==> config.mk <==
export PLATFORM = sky130hd
export DESIGN_NAME = bit_counter_arbiter
export DESIGN_NICKNAME = d
export VERILOG_FILES = /design/src/rtl/bit_counter_pkg.sv /design/src/rtl/bit_counter_arbiter_rr_arbiter.sv /design/src/rtl/bit_counter_arbiter.sv
export SDC_FILE = /design/constraint.sdc
export NUM_CORES = 1
export LEC_CHECK = 0
export CAP_MARGIN = 30
export CORE_MARGIN = 5
export CORE_UTILIZATION = 35
export DETAILED_ROUTE_END_ITERATION = 10
export PLACE_DENSITY = 0.75
export SLEW_MARGIN = 20
export SYNTH_ARGS = -nofsm -noshare
export SYNTH_HDL_FRONTEND = slang
export SYNTH_SLANG_ARGS = --single-unit
==> constraint.sdc <==
create_clock -name clock -period 1.89 [get_ports clock]
set_clock_uncertainty 0.2 [all_clocks]
set_input_delay 0.567 -clock clock [delete_from_list [all_inputs] [get_ports clock]]
set_output_delay 0.567 -clock clock [all_outputs]
set_load 0.02 [all_outputs]
==> src/rtl/bit_counter_pkg.sv <==
// Shared types and default sizes for the bit-counter arbiter slice.
package bit_counter_pkg;

  // Default sizes; the arbiter's parameters default to these.
  localparam int N_REQ_DEF     = 4;
  localparam int A_WIDTH_DEF   = 8;
  localparam int RET_WIDTH_DEF = 4;

  // Controller states for the shared-counter handshake.
  typedef enum logic [2:0] {
    IDLE    = 3'd0,
    LOAD    = 3'd1,
    RUN     = 3'd2,
    ACK     = 3'd3,
    RELEASE = 3'd4
  } arb_state_t;

  // Width of a requester index; never narrower than one bit.
  function automatic int idx_width(input int n);
    return (n < 2) ? 1 : $clog2(n);
  endfunction

  localparam int IDX_W_DEF = idx_width(N_REQ_DEF);

endpackage

==> src/rtl/bit_counter_arbiter_rr_arbiter.sv <==
// Combinational round-robin pick: the first set request at or after ptr,
// wrapping from N_REQ-1 back to 0. Holds no state of its own.
module rr_arbiter #(
  parameter int N_REQ = 4,
  parameter int IDX_W = 2
) (
  input  logic [N_REQ-1:0] req,
  input  logic [IDX_W-1:0] ptr,
  output logic [IDX_W-1:0] grant_idx,
  output logic             grant_valid
);

  // cand[k] is the requester index sitting k places after the pointer.
  logic [IDX_W-1:0] cand [N_REQ];
  logic [N_REQ-1:0] hit;

  generate
    for (genvar gi = 0; gi < N_REQ; gi++) begin : g_cand
      // One extra bit so ptr+offset cannot overflow before the wrap.
      logic [IDX_W:0] sum;
      assign sum = {1'b0, ptr} + (IDX_W+1)'(gi);
      assign cand[gi] = (sum >= (IDX_W+1)'(N_REQ))
                      ? IDX_W'(sum - (IDX_W+1)'(N_REQ))
                      : sum[IDX_W-1:0];
      assign hit[gi] = req[cand[gi]];
    end
  endgenerate

  // Scan from the farthest offset down so the nearest hit wins.
  always_comb begin
    grant_valid = 1'b0;
    grant_idx   = '0;
    for (int k = N_REQ - 1; k >= 0; k--) begin
      if (hit[k]) begin
        grant_valid = 1'b1;
        grant_idx   = cand[k];
      end
    end
  end

endmodule

==> src/rtl/bit_counter_arbiter.sv <==
// Shares one bit_counter between N_REQ clients. Grants round-robin,
// latches the winner's operand, runs the counter's s/A/done handshake and
// returns the count to the winner with a single-cycle ack pulse.
module bit_counter_arbiter
  import bit_counter_pkg::*;
#(
  parameter int N_REQ     = N_REQ_DEF,
  parameter int A_WIDTH   = A_WIDTH_DEF,
  parameter int RET_WIDTH = RET_WIDTH_DEF
) (
  input  logic                       clock,
  input  logic                       reset,
  input  logic [N_REQ-1:0]           req,
  input  logic [N_REQ*A_WIDTH-1:0]   req_data,
  output logic [N_REQ-1:0]           ack,
  output logic [RET_WIDTH-1:0]       result,
  output logic                       busy,
  output logic                       bc_s,
  output logic [A_WIDTH-1:0]         bc_A,
  input  logic                       bc_done,
  input  logic [RET_WIDTH-1:0]       bc_result
);

  localparam int IDX_W = idx_width(N_REQ);

  arb_state_t           state_reg;
  arb_state_t           state_next;
  logic [IDX_W-1:0]     ptr_reg;
  logic [IDX_W-1:0]     winner_reg;
  logic [A_WIDTH-1:0]   a_reg;
  logic [RET_WIDTH-1:0] result_reg;

  logic                 grant_take;
  logic                 result_take;
  logic                 ptr_adv;
  logic [IDX_W-1:0]     grant_idx;
  logic                 grant_valid;

  // Operand of each requester, unpacked from the flat bus.
  logic [A_WIDTH-1:0]   req_ops [N_REQ];

  generate
    for (genvar gi = 0; gi < N_REQ; gi++) begin : g_ops
      assign req_ops[gi] = req_data[gi*A_WIDTH +: A_WIDTH];
    end
  endgenerate

  rr_arbiter #(
    .N_REQ (N_REQ),
    .IDX_W (IDX_W)
  ) u_rr (
    .req         (req),
    .ptr         (ptr_reg),
    .grant_idx   (grant_idx),
    .grant_valid (grant_valid)
  );

  // State register; reset abandons any job in flight without an ack.
  always_ff @(posedge clock) begin
    if (reset) begin
      state_reg <= IDLE;
    end else begin
      state_reg <= state_next;
    end
  end

  // Capture winner and its operand only on the grant edge.
  always_ff @(posedge clock) begin
    if (reset) begin
      a_reg      <= '0;
      winner_reg <= '0;
    end else if (grant_take) begin
      a_reg      <= req_ops[grant_idx];
      winner_reg <= grant_idx;
    end
  end

  // Result is captured when done is first seen and held between jobs.
  always_ff @(posedge clock) begin
    if (reset) begin
      result_reg <= '0;
    end else if (result_take) begin
      result_reg <= bc_result;
    end
  end

  // Round-robin pointer moves past the winner once its job is acked.
  always_ff @(posedge clock) begin
    if (reset) begin
      ptr_reg <= '0;
    end else if (ptr_adv) begin
      ptr_reg <= (winner_reg == IDX_W'(N_REQ - 1)) ? '0
                                                  : winner_reg + IDX_W'(1);
    end
  end

  // Next-state and handshake outputs; bc_s is only ever high in RUN so the
  // counter drops back to its idle whenever the job ends or is aborted.
  always_comb begin
    state_next  = state_reg;
    grant_take  = 1'b0;
    result_take = 1'b0;
    ptr_adv     = 1'b0;
    bc_s        = 1'b0;
    busy        = 1'b1;
    ack         = '0;
    case (state_reg)
      IDLE: begin
        busy = 1'b0;
        if (grant_valid) begin
          grant_take = 1'b1;
          state_next = LOAD;
        end
      end
      LOAD: begin
        // Counter is idle here and loads bc_A; done is deliberately ignored.
        state_next = RUN;
      end
      RUN: begin
        bc_s = 1'b1;
        if (bc_done) begin
          result_take = 1'b1;
          state_next  = ACK;
        end
      end
      ACK: begin
        ack[winner_reg] = 1'b1;
        ptr_adv         = 1'b1;
        state_next      = RELEASE;
      end
      RELEASE: begin
        // Wait for the counter to withdraw done before the next grant.
        if (!bc_done) begin
          state_next = IDLE;
        end
      end
      default: begin
        state_next = IDLE;
      end
    endcase
  end

  assign bc_A   = a_reg;
  assign result = result_reg;

endmodule

==> results.json, run 1 <==
{
  "status": "finished with violations",
  "violations": "setup timing",
  "clockBufferDepth": 2,
  "path_class": "register to output port",
  "power_leakage_nw": 0.863,
  "crit_end": "ack[1]",
  "path_clk_slew_ns": 0.11,
  "synth_seq_area_share_pct": 32.9,
  "cp_slowest_cell": "dfxtp_2",
  "antenna_found_initial": 0,
  "place_congestion": 0.754,
  "synth.most_common_cell": "mux2i_1",
  "crit_arrival_ns": 1.19,
  "worst_pin_slew_ns": 0.283,
  "via_count": 1171,
  "cp-start-kind": "register",
  "cp.depth": 3,
  "ys_seq_elements": 19,
  "grt.total_usage_pct": 17.0,
  "maxSlewViolCount": 0,
  "area_growth_pct": 83.5,
  "grt_max_degree": 11,
  "r2r-end": "bc_A[0]",
  "vdd_drop_max_mv": 0.400,
  "topRoutingLayerUsed": "met4",
  "ff2ff_path_depth": 7,
  "rows": 20,
  "maxCapViolCount": 0,
  "drtIter0Drc": 29,
  "r2r-start": "state_reg[1]",
  "synth_fp_nets": 164,
  "grt_pass1_wl_um": 5870,
  "avgRoutedWirePerCell_um": 15.3,
  "synth-async-reset-ratio_pct": 0,
  "synth_top_cell_area_share_pct": 32.9,
  "worstPathCellList": "and3b_2, and2_4, buf_6",
  "cts.sink_count": 19,
  "setup.worst_path.start": "state_reg[2]",
  "htree_levels": 1,
  "reg2reg_slack_ns": -0.03,
  "dr_wl_met3_um": 171,
  "hp-class": "register to register",
  "fmax_mhz": 512,
  "first_pass_iters": 4,
  "synthCells": 117,
  "antenna_cells": 0,
  "max-slew-margin-rel_pct": 81.1,
  "setup_tns_ns": -0.413,
  "clock-root-buffer": "clkbuf_4",
  "fin_ws_ns": -0.0622,
  "ios": 61,
  "p_per_area_nw_per_um2": 776,
  "synthFlopType": "dfxtp_1",
  "fp.dieW_um": 67.5,
  "cp.buffers_inverters": 1,
  "avgSynthCellArea_sq_um": 9.89,
  "cts-buffers-inserted": 3,
  "largest_reg_flops": 8,
  "period_minus_slack_ns": 1.95,
  "hold_viol": 0,
  "fp.dieH_um": 67.5,
  "coreArea_sq_um": 3100,
  "synth_area_leaders": "dfxtp_1 33%, mux2i_1 20%, o221ai_2 10%, ha_1 4.3%, buf_6 3.9%",
  "slowest_delay_ns": 0.36,
  "utilization_pct": 68.4,
  "end_kind": "output port",
  "cts_tree": "built",
  "drive_gt1_share_pct": 37.1,
  "synthTopCellsByCount": "23 x mux2i_1, 19 x dfxtp_1, 11 x nand2_1",
  "cp_max_fo": 5,
  "start_util_pct": 37.3,
  "fin_crit_sh_pct": 103,
  "crit_family": "simple AND/OR/NAND/NOR gates",
  "netlist_area_sq_um": 1160,
  "rsz0062_at_grt": "true",
  "drc": 0,
  "n_fill_cell": 266,
  "wl_met1_um": 1400,
  "synth_warnings": 0,
  "port_buffers": 60,
  "nNetsFinal": 242,
  "wl_um": 3640,
  "overflow": 0,
  "netlist-cell-type-count": 26,
  "ant_nets": 0,
  "worstPathRequired_ns": 1.12,
  "yosysTopAreaCell": "dfxtp_1",
  "route.met2.wl_um": 2030,
  "clkLatencyLatePin_ns": 0.29,
  "grt_pass1_vias": 1303,
  "dp_hpwl_um": 2690,
  "synth_edf_count": 0,
  "setup_violations": 13,
  "viasPerCell": 4.92,
  "dieArea_sq_um": 4560
}
[power breakdown]
| part | internal (mW) | leakage [nW] | switching [mW] |
|---|---|---|---|
| Clock | 0.0821 | 0.0150 | 0.130 |
| Sequential | 0.478 | 0.158 | 0.0508 |
| Combinational | 0.506 | 0.690 | 0.401 |
| Total | 1.07 | 0.863 | 0.581 |
[metal layers]
layer / vias to the layer above / GRT usage (%)
li1: 578 / -
met1: 555 / 18.5
met2: 36 / 32.6
met3: 2 / 3.16
met4: 0 / 5.32
met5: - / 0
[cell type report]
class	count	area [sq um]	area share, %
clock buffers	4	26.3	1.24
inverters	3	11.3	0.530
repair buffers	81	836	39.4
flip-flops and latches	19	389	18.3
well taps	44	55.1	2.59
multi-input cells	87	806	37.9
[stage by stage]
stage / setup WS [ns] / power (mW) / std cells / hold slack, ns / cell area [sq um]
6_report: -0.0622 / 1.65 / 238 / 0.272 / 2120
5_1_grt: -0.116 / 1.74 / 238 / 0.322 / 2120
4_1_cts: -0.0791 / 1.63 / 237 / 0.276 / 2110
3_5_place_dp: -0.513 / 1.32 / 226 / 0.257 / 1880
3_3_place_gp: -0.475 / 1.30 / 226 / 0.252 / 1880
2_1_floorplan: 0.00564 / 0.989 / 117 / 0.281 / 1170
[kinds of logic (layout without fill, tap and decap cells)]
| kind of cell | count (synthesis) | after routing | synth area share [%] |
|---|---|---|---|
| AOI/OAI and AO/OA | 16 | 16 | 14.2 |
| DFF | 19 | 19 | 32.9 |
| xor gates and xnor gates | 1 | 1 | 0.757 |
| muxes | 23 | 23 | 19.9 |
| and+or+nand+nor | 43 | 43 | 21.6 |
| buffers and inverters | 11 | 88 | 6.38 |
| adders and majority gates | 4 | 4 | 4.32 |
[cells in the final DEF (no fill, tap or decap), types with 3 or more instances in the layout]
| cell | n |
|---|---|
| clkdlybuf4s50_1 | 38 |
| mux2i_1 | 14 |
| dfxtp_1 | 14 |
| dlygate4sd2_1 | 14 |
| buf_4 | 13 |
| nand2_1 | 11 |
| nor2_1 | 10 |
| buf_6 | 10 |
| o221ai_2 | 8 |
| mux2i_2 | 8 |
| a21oi_1 | 6 |
| and2_4 | 4 |
| dfxtp_2 | 4 |
| nor3_1 | 3 |
| clkbuf_4 | 3 |
[how the worst min path moves through the flow]
stage                     from          to  slack, ns  cells past startpoint
floorplan           ptr_reg[0]  ptr_reg[0]       0.28                      2
global placement       bc_A[4]     bc_A[4]       0.25                      2
detailed placement     bc_A[1]     bc_A[1]       0.26                      2
CTS                    bc_A[1]     bc_A[1]       0.28                      2
global route           bc_A[4]     bc_A[4]       0.32                      2
finish                 bc_A[1]     bc_A[1]       0.27                      2
[worst min-delay path, stage by stage, from the launching register on]
cell	delay, ns
dfxtp_1	0.34
nand2_1	0.06
o221ai_2	0.05
[timing repair]
item / in CTS / in global routing
cloned: 2 / 0
endpoints found under the setup margin: 28 / 16
hold buffers: 0 / 0
resized for setup: 89 / 2
setup buffers: 5 / 1
pin swaps: 17 / 3
Power figures use the tool's default switching activity.
==> inputs of run 2 (changes only) <==
CORE_ASPECT_RATIO = 0.75   (was unset)
REMOVE_ABC_BUFFERS = 1   (was unset)
==> results.json, run 2 (synthesized netlist as in run 1, its figures left out) <==
{
  "path_class": "register to register",
  "dp_hpwl_um": 2700,
  "nNetsFinal": 242,
  "grt_max_degree": 11,
  "hold_slack_ns": 0.277,
  "drc": 0,
  "pwr-share-comb_pct": 52.3,
  "fp.dieH_um": 59.8,
  "cts.sink_count": 19,
  "wl_um": 3600,
  "clockPowerShare_pct": 16.5,
  "cts_tree": "built",
  "area_growth_pct": 84.0,
  "violations": "setup timing",
  "grt.total_usage_pct": 16.6,
  "p_switching_mw": 0.585,
  "clockBufferDepth": 2,
  "crit_end": "bc_A[5]",
  "ctsHoldBuffers": 0,
  "via_count": 1153,
  "fin_crit_sh_pct": 102,
  "wl_met1_um": 1620,
  "status": "finished with violations",
  "end_kind": "register",
  "grt_pass1_vias": 1247,
  "max-slew-margin-rel_pct": 76.7,
  "coreArea_sq_um": 3240,
  "worst_pin_slew_ns": 0.349,
  "clkLatencyLatePin_ns": 0.25,
  "internal_power_mw": 1.12,
  "setup_tns_ns": -0.199,
  "maxCapViolCount": 0,
  "ios": 61,
  "start_util_pct": 35.7,
  "maxSlewViolCount": 0,
  "vdd_drop_max_mv": 0.569,
  "hp-class": "register to register",
  "fin_ws_ns": -0.0340,
  "crit_arrival_ns": 1.90,
  "grt_pass1_wl_um": 6090,
  "drtIter0Drc": 27,
  "antenna_cells": 0,
  "fin_cells": 234,
  "antenna_found_initial": 0,
  "setup_violations": 13,
  "place_congestion": 0.914,
  "r2r-end": "bc_A[5]",
  "final_cell_mix": "38 x clkdlybuf4s50_1, 14 x dfxtp_1, 14 x buf_4",
  "ff2ff_path_depth": 7,
  "period_minus_slack_ns": 1.92,
  "final_common_cell": "clkdlybuf4s50_1",
  "worstPathRequired_ns": 1.87,
  "htree_levels": 1,
  "overflow": 0,
  "r2r-start": "state_reg[2]",
  "cp_max_fo": 8,
  "cp-start-kind": "register",
  "port_buffers": 60,
  "viasPerCell": 4.93,
  "ant_nets": 0,
  "first_pass_iters": 4,
  "rsz0062_at_grt": "true",
  "placed_cells_incl_taps": 222,
  "drive_gt1_share_pct": 37.1,
  "avgRoutedWirePerCell_um": 15.4,
  "setup.worst_path.start": "state_reg[2]",
  "dr_wl_met3_um": 203,
  "power_leakage_nw": 0.865,
  "switching_share_pct": 34.3,
  "p_seq_share_pct": 31.3,
  "path_clk_slew_ns": 0.07,
  "fmax_mhz": 520,
  "rows": 18,
  "p_per_area_nw_per_um2": 801,
  "reg2reg_slack_ns": -0.03,
  "fp.dieW_um": 76.4,
  "hold_viol": 0,
  "topRoutingLayerUsed": "met4",
  "clock-root-buffer": "clkbuf_8",
  "cts-buffers-inserted": 3,
  "largest_reg_flops": 8,
  "dieArea_sq_um": 4570,
  "route.met2.wl_um": 1770
}
## run 2: cell types whose count changed in the layout (fill, tap and decap cells not counted), sizes merged
cell | before | now
bufbuf | 1 | 0
buf | 26 | 29
dlygate4sd2 | 14 | 13
clkdlybuf4s15 | 2 | 1
## run 2: worst min path at each step
stage | depth (start not counted) | endpoint | start | slack, ns
2_1_floorplan | 2 | ptr_reg[0] | ptr_reg[0] | 0.28
3_3_place_gp | 2 | bc_A[4] | bc_A[4] | 0.25
3_5_place_dp | 2 | bc_A[3] | bc_A[3] | 0.26
4_1_cts | 2 | bc_A[4] | bc_A[4] | 0.28
5_1_grt | 2 | bc_A[3] | bc_A[3] | 0.29
6_report | 2 | bc_A[4] | bc_A[4] | 0.28
## run 2: cell type report
cell class | instances | area, sq um
clock buffer | 4 | 45.0
fill | 262 | 1110
inverter | 3 | 11.3
multi-input combinational | 87 | 825
sequential | 19 | 389
tap | 40 | 50.0
timing repair buffer | 81 | 810
## run 2: power by group through the flow
| stage | combinational [mW] | sequential [mW] | clock (mW) |
|---|---|---|---|
| after floorplan | 0.326 | 0.595 | 0 |
| after global placement | 0.766 | 0.533 | 0 |
| after detailed placement | 0.792 | 0.534 | 0 |
| after CTS | 0.898 | 0.530 | 0.288 |
| after global routing | 0.956 | 0.543 | 0.309 |
| final | 0.891 | 0.533 | 0.281 |
## run 2: metal layers
| metal | vias to the layer above | GRT usage, % |
|---|---|---|
| li1 | 576 | - |
| met1 | 537 | 21.2 |
| met2 | 38 | 28.8 |
| met3 | 2 | 5.12 |
| met4 | 0 | 1.50 |
| met5 | - | 0 |
## run 2: timing repair
action / CTS / global route
setup endpoints to repair: 28 / 16
resized for setup: 90 / 6
pin swaps: 16 / 4
setup buffers: 6 / 0
cloned: 2 / 0
hold endpoints to repair: 0 / 0
## run 2: worst max-delay path, stage by stage, from the launching register on
cell and delay, ns:
dfxtp_2 0.34, or3_4 0.39, buf_6 0.12, or2_4 0.23
buf_12 0.13, nor2_8 0.15, nand2b_4 0.13, o221ai_2 0.15
## run 2: stage by stage
stage                     utilization [%]  setup slack [ns]  instance area [sq um]  total power, mW
after floorplan                         -            -0.857                   1090            0.921
after global placement               57.8            -0.483                   1870             1.30
after detailed placement             57.8            -0.549                   1870             1.33
after CTS                            65.5           -0.0408                   2120             1.72
after global routing                 65.7            -0.107                   2130             1.81
final                                65.7           -0.0340                   2130             1.71
